**config.mk**
```make
export PLATFORM = sky130hd
export DESIGN_NAME = wb_regfile
export DESIGN_NICKNAME = d
export VERILOG_FILES = /design/src/rtl/wb_regfile.sv
export SDC_FILE = /design/constraint.sdc
export NUM_CORES = 2
export LEC_CHECK = 0
export BUFFER_PORTS_ARGS = -buffer_cell sky130_fd_sc_hd__clkbuf_2
export CORE_MARGIN = 2
export CORE_UTILIZATION = 60
export DETAILED_ROUTE_END_ITERATION = 7
export PLACE_DENSITY = 0.75
export SYNTH_ARGS = -nofsm -noshare
export SYNTH_HDL_FRONTEND = slang
export SYNTH_SLANG_ARGS = --single-unit
export TNS_END_PERCENT = 10
```
**constraint.sdc**
```tcl
create_clock -name clk -period 2.9 [get_ports clk]
set_input_delay 0.435 -clock clk [delete_from_list [all_inputs] [get_ports clk]]
set_output_delay 0.435 -clock clk [all_outputs]
set_load 0.005 [all_outputs]
```
**src/rtl/wb_regfile.sv**
```systemverilog
// Write-back stage and 32-entry architectural register file for the MIPS pipeline.
// Two combinational read ports with same-cycle write-through, plus a registered commit trace and retire counter.
module wb_regfile #(
  parameter int DATA_WIDTH = 32,
  parameter int ADDR_WIDTH = 5,
  parameter int CNT_WIDTH  = 32
) (
  input  logic                  clk,
  input  logic                  rst,
  input  logic [1:0]            i_WB,
  input  logic [DATA_WIDTH-1:0] i_dataread,
  input  logic [DATA_WIDTH-1:0] i_alures,
  input  logic [ADDR_WIDTH-1:0] i_we,
  input  logic [ADDR_WIDTH-1:0] i_rs_addr,
  input  logic [ADDR_WIDTH-1:0] i_rt_addr,
  output logic [DATA_WIDTH-1:0] o_rs_data,
  output logic [DATA_WIDTH-1:0] o_rt_data,
  output logic [DATA_WIDTH-1:0] o_wb_data,
  output logic                  o_commit_vld,
  output logic [ADDR_WIDTH-1:0] o_commit_addr,
  output logic [DATA_WIDTH-1:0] o_commit_data,
  output logic [CNT_WIDTH-1:0]  o_retire_cnt
);

  localparam int NUM_REGS = 2**ADDR_WIDTH;

  logic [DATA_WIDTH-1:0] regs_q [NUM_REGS];
  logic [DATA_WIDTH-1:0] regs_d [NUM_REGS];
  logic                  commit_vld_q, commit_vld_d;
  logic [ADDR_WIDTH-1:0] commit_addr_q, commit_addr_d;
  logic [DATA_WIDTH-1:0] commit_data_q, commit_data_d;
  logic [CNT_WIDTH-1:0]  retire_cnt_q, retire_cnt_d;

  logic [DATA_WIDTH-1:0] wb_val;
  logic                  wr_en;

  // Write-back select and write enable; a write held during reset is never visible, not even via bypass.
  always_comb begin
    wb_val = i_WB[0] ? i_dataread : i_alures;
    wr_en  = rst && i_WB[1] && (i_we != {ADDR_WIDTH{1'b0}});
  end

  assign o_wb_data = wb_val;

  // Read ports: $0 is hardwired, then the in-flight write wins over the stored value.
  always_comb begin
    if (i_rs_addr == {ADDR_WIDTH{1'b0}}) begin
      o_rs_data = {DATA_WIDTH{1'b0}};
    end else if (wr_en && (i_rs_addr == i_we)) begin
      o_rs_data = wb_val;
    end else begin
      o_rs_data = regs_q[i_rs_addr];
    end
    if (i_rt_addr == {ADDR_WIDTH{1'b0}}) begin
      o_rt_data = {DATA_WIDTH{1'b0}};
    end else if (wr_en && (i_rt_addr == i_we)) begin
      o_rt_data = wb_val;
    end else begin
      o_rt_data = regs_q[i_rt_addr];
    end
  end

  // Next-state for register file, commit trace and retire counter.
  always_comb begin
    for (int i = 0; i < NUM_REGS; i++) begin
      regs_d[i] = regs_q[i];
    end
    commit_vld_d  = wr_en;
    commit_addr_d = commit_addr_q;
    commit_data_d = commit_data_q;
    retire_cnt_d  = retire_cnt_q;
    if (wr_en) begin
      regs_d[i_we]  = wb_val;
      commit_addr_d = i_we;
      commit_data_d = wb_val;
      retire_cnt_d  = retire_cnt_q + {{(CNT_WIDTH-1){1'b0}}, 1'b1};
    end else begin
      retire_cnt_d  = retire_cnt_q;
    end
  end

  // State registers with asynchronous active-low clear.
  always_ff @(posedge clk or negedge rst) begin
    if (!rst) begin
      for (int i = 0; i < NUM_REGS; i++) begin
        regs_q[i] <= {DATA_WIDTH{1'b0}};
      end
      commit_vld_q  <= 1'b0;
      commit_addr_q <= {ADDR_WIDTH{1'b0}};
      commit_data_q <= {DATA_WIDTH{1'b0}};
      retire_cnt_q  <= {CNT_WIDTH{1'b0}};
    end else begin
      for (int i = 0; i < NUM_REGS; i++) begin
        regs_q[i] <= regs_d[i];
      end
      commit_vld_q  <= commit_vld_d;
      commit_addr_q <= commit_addr_d;
      commit_data_q <= commit_data_d;
      retire_cnt_q  <= retire_cnt_d;
    end
  end

  assign o_commit_vld  = commit_vld_q;
  assign o_commit_addr = commit_addr_q;
  assign o_commit_data = commit_data_q;
  assign o_retire_cnt  = retire_cnt_q;

endmodule

```
Word-level counts from Yosys, hierarchy flattened
Index checks and enable logic that the tools add are counted.
Word-level totals
  register bits: 1094
  bits of input ports: 83
  output and inout port bits: 166
  word-level logic and storage cells: 68
Cells by class
  add/sub/neg operators: 1
  order comparisons: 4
  equality and inequality tests: 2
  muxes and demuxes: 14
  bitwise gates (word level): 3
  reductions and logical operators: 8
Operators with widths (number)
  bitwise mux 1024 bit: 1
  binary-select mux 32 bit (select 5 bit): 2
  2-to-1 mux 32 bit: 10
  demux 32 bit (select 5 bit): 1
  adder 32 x 1 -> 32 bit, second input constant: 1
  >= comparator 6 bit, second input constant: 3
  inverter 5 -> 6 bit: 3
  equality test 5 bit: 2
  logical NOT 5 bit: 2
  < comparator 6 x 1 -> 1 bit, second input constant: 1
  logical AND 1 bit: 5
  nonzero test 5 bit: 1

Depth between registers and ports, before layout
  depth in word-level cells: 6
  mapped depth: 11
  depth with buffers taken out: 7

Worst setup path before layout
OpenSTA, ideal clock, no wires.
  path type: input port to output port
  from: input i_rt_addr[1]
  to: output o_rt_data[3]
  arrival time: 2197 ps
  data required time: 2465 ps
  path slack: 268 ps
  stages on the path: 7
  buffers on the path: 3
  cells stage by stage: buf_4 -> buf_2 -> buf_1 -> mux4_2 -> mux4_2 -> o211ai_1 -> o21ai_0
On the way
  word-level cells in the longest chain between the ends: 6
  elaborated cells on any way between the ends: 9
  those cells by class: 1 x eq/ne; 5 x mux; 1 x bitwise; 2 x reduce/logical
Ends and longest elaborated chain
  start: declaration: RTL line 15  | input logic [ADDR_WIDTH-1:0] i_rt_addr,
  inverter 5 -> 6 bit (implied by the code): RTL line 59  | o_rt_data = regs_q[i_rt_addr];
  binary-select mux 32 bit (select 5 bit): RTL line 59
  2-to-1 mux 32 bit (implied by the code) (2 in series): RTL line 59
  2-to-1 mux 32 bit: RTL line 56  | end else if (wr_en && (i_rt_addr == i_we)) begin
  2-to-1 mux 32 bit *: RTL line 54  | if (i_rt_addr == {ADDR_WIDTH{1'b0}}) begin
  end: declaration: RTL line 17  | output logic [DATA_WIDTH-1:0] o_rt_data,
Mark *: on every way between the ends. The rest lies on a longest branch, timed or not. The select of a mux whose other input is x is not followed.

Worst setup path after layout
  from: register regs_q[873] in the netlist's numbering
  to: output o_rt_data[9]
On the way
  word-level cells in the longest chain between the ends: 5
Ends and longest elaborated chain
  start: declaration: RTL line 27  | logic [DATA_WIDTH-1:0] regs_q [NUM_REGS];
  start signal: indexed assignment: RTL line 86  | regs_q[i] <= {DATA_WIDTH{1'b0}};
  start signal: indexed assignment: RTL line 94  | regs_q[i] <= regs_d[i];
  binary-select mux 32 bit (select 5 bit): RTL line 59
  2-to-1 mux 32 bit (implied by the code) (2 in series): RTL line 59
  2-to-1 mux 32 bit: RTL line 56
  2-to-1 mux 32 bit: RTL line 54
Every way passes these cells. The select of a mux whose other input is x is not followed.

==> flow_summary_export.csv <==
group,metric,value,unit
outcome,status,"complete, but fails checks",
outcome,violations,"setup timing",
placed_design,dpl.hpwl,128,mm
synth,syn-num-nets,5309,
pwr,irDropWorstVdd,0.594,mV
sta,tightest_slew,1060,ps
worst_setup_path,crit_path_end_kind,"primary output",
clocking,cts-buffers-inserted,112,
synth,netlist_area,56500,um^2
sta,fin_ws,-503,ps
worst_setup_path,r2r_cells,6,
worst_setup_path,rr_endpoint,"o_retire_cnt[30]$_DFFE_PN0P_",
synth,synthArstFlopShare,100,%
pwr,p_leak,29.7,nW
synth,post-synth-top-count-cell,"dfrtp_1",
clocking,clockBufferDepth,3,
cells_and_area,areaGrowthSynthToFinish,18.5,%
worst_setup_path,arrival,2970,ps
floorplan,die_height,311,um
worst_setup_path,crit_family,"multiplexers",
clocking,cts_tree,"yes",
cells_and_area,multi_input_area,27700,um^2
detailed_routing,vias_per_cell,7.00,
flow_run,maxCapViolations,0,
detailed_routing,drt_wl_total,201,mm
floorplan,ioPinCount,249,
worst_setup_path,crit_top_cell,"mux4_2",
synth,synth_top_area_share,48.5,%
placed_design,portBuffers,248,
detailed_routing,drc,0,
sta,min_period,3400,ps
detailed_routing,num_vias,47937,
sta,setup_viol,56,
detailed_routing,avgRoutedWirePerCell,29.3,um
worst_setup_path,worstSetupPathType,"flip-flop to primary output",
grt,grt_pass1_wl,299,mm
synth,synth_cells,5225,
synth,netlist_top_cells_count,"dfrtp_1 (1094), nor2_1 (833), a21oi_1 (812), mux4_2 (420), clkbuf_1 (401)",
synth,ys_ff_latch,1094,
worst_setup_path,cp.depth,5,
worst_setup_path,cpPeakStageDelay,540,ps
clocking,clock_latency,700,ps
sta,max_slew_margin,29.0,%
placed_design,gp_congestion,0.934,
worst_setup_path,r2r-start,"o_retire_cnt[2]$_DFFE_PN0P_",
worst_setup_path,start_kind,"flip-flop",
pwr,power_density,679,nW/um^2
synth,synth_edf_count,0,
cells_and_area,fillers,6409,
floorplan,die_w,311,um
worst_setup_path,cp_max_fo,3,
grt,grt_max_degree,172,
grt,grt_pass1_vias,47919,
grt,grt_usage,41.6,%
sta,skew,12.6,ps
detailed_routing,antenna_left,0,
worst_setup_path,worstPathCellList,"mux4_2 > mux4_2 > o211ai_1 > o21ai_2 > clkbuf_2",
grt,antenna_found_initial,6,
synth,syn_avg_cell_area,10.8,um^2
cells_and_area,drive_above_1_share,27.1,%
floorplan,dieArea,96600,um^2
sta,fin_crit_sh,117,%
clocking,clock-root-buffer,"clkbuf_16",
sta,rsz0062_at_grt,"true",
clocking,cts.sinks,1094,
worst_setup_path,crit_end,"o_rt_data[9]",
sta,max_freq,294,MHz
synth,yosys_most_used_dff,"dfrtp_1",
clocking,cts.htree.levels,3,
cells_and_area,register_area,27400,um^2
synth,yosysSeqAreaShare,48.5,%
synth,ys_warn_count,0,
clocking,clk_pin_slew_worst_paths,60,ps
cells_and_area,finish.instance_area,66900,um^2
floorplan,core_area,93300,um^2
detailed_routing,first_pass_iters,8,
min_path,hp-class,"input pin to flip-flop",
floorplan,rows,112,
detailed_routing,drt_iter0_drc,6764,
placed_design,dpl.cell_count,6619,
floorplan,start_util,60.5,%
worst_setup_path,startpoint,"regs_q[873]$_DFFE_PN0P_",
placed_design,place_area,62200,um^2
worst_setup_path,ff2ff_setup_slack,710,ps
synth,synthTopCellsByArea,"dfrtp_1 (48%), mux4_2 (17%), a21oi_1 (7.2%), mux2i_1 (5.9%), nor2_1 (5.5%)",
cells_and_area,nets,5582,
worst_setup_path,required,2470,ps
synth,synth.largest_area_cell,"dfrtp_1",
worst_setup_path,path_buf_inv,1,
synth,synth_cell_types,56,
sta,hold_violations,0,
cells_and_area,stdcell_count,6851,
sta,slew_viol_final,0,
worst_setup_path,worst_path_max_delay_cell,"mux4_2",
grt,grt_overflow,0,
## sequential cells by signal, indices dropped and copies added, names as in the netlist
signal and cells:
o_commit_vld 1, o_retire_cnt 32, regs_q 1024, o_commit_data 32, o_commit_addr 5
## final cells by class
type	instances	area share, %
sequential	1094	40.9
multi-input combinational	3544	41.4
clock buffer	146	4.68
timing repair buffer	710	9.34
inverter	36	0.204
clock inverter	63	1.13
antenna	4	0.0150
tap	1254	2.34
## stage by stage
step           power, mW  hold slack (ps)  util, %  TNS (ps)  worst slack [ps]
2_1_floorplan       26.0              139        -         0               268
3_3_place_gp        29.2              377     66.6     -8640              -591
3_5_place_dp        29.7              383     66.6     -9770              -686
4_1_cts             45.1              126     71.3     -8380              -412
5_1_grt             47.1              145     71.7    -11810              -467
6_report            45.5              144     71.7     -8970              -503
## layer usage
layer / part of all wire (%) / up-vias / track usage (%)
met3: 14 / 1024 / 11.4
met4: 8.3 / 12 / 28.5
met5: 0.038 / - / 0
met2: 44 / 3829 / 61.5
met1: 34 / 23591 / 53.9
li1: - / 19481 / -
## power breakdown
group	total [mW]	switching, mW	leakage [nW]	internal (mW)
clock network	15.3	6.40	1.91	8.87
logic	10.0	5.05	13.7	4.96
registers	20.2	2.24	14.1	17.9
total	45.5	13.7	29.7	31.8
## worst register-to-register path: stages, from the launching register on
cell and delay [ps]:
dfrtp_1 450, and4_1 290, and4_1 290, nand4_1 360, nor2_1 400, nand3_1 140, xnor2_1 140
## cells by family after synthesis
group / synth area share, %
flops: 48.5
xor+xnor: 0.636
buf+inv: 4.77
mux: 22.7
simple gates: 9.42
compound gates: 14.0
fa+ha+maj: 0.0221
## layout by cell type, fill, tap and decap left out, types with 74 or more instances in the layout
cell type  Yosys  final
nor2_1       833    810
nand2_1      362    354
dfrtp_1     1094   1094
clkbuf_2       0    234
mux4_2       420    420
a221oi_1     111     74
buf_12         3    102
mux2i_1      332    299
a21oi_1      812    803
o21ai_0      332    302
buf_4         27    346
clkbuf_16      0    112
## repair_timing
action,in CTS,in global routing
endpoints found under the hold margin,254,0
buffers inserted,10,10
setup endpoints to repair,64,66
resized for setup,105,72
hold buffers,1,0
pin swaps,27,23
## worst min path at each step
stage	startpoint	slack, ps	depth (start not counted)	to
6_report	i_we[3]	140	3	o_commit_addr[3]$_DFFE_PN0P_
5_1_grt	i_alures[22]	150	3	o_commit_data[22]$_DFFE_PN0P_
4_1_cts	i_alures[31]	130	3	o_commit_data[31]$_DFFE_PN0P_
3_5_place_dp	regs_q[1011]$_DFFE_PN0P_	380	0	regs_q[1011]$_DFFE_PN0P_
3_3_place_gp	regs_q[1004]$_DFFE_PN0P_	380	0	regs_q[1004]$_DFFE_PN0P_
2_1_floorplan	rst	140	0	o_commit_addr[0]$_DFFE_PN0P_
Note: power is estimated with default switching activity, not from simulation.
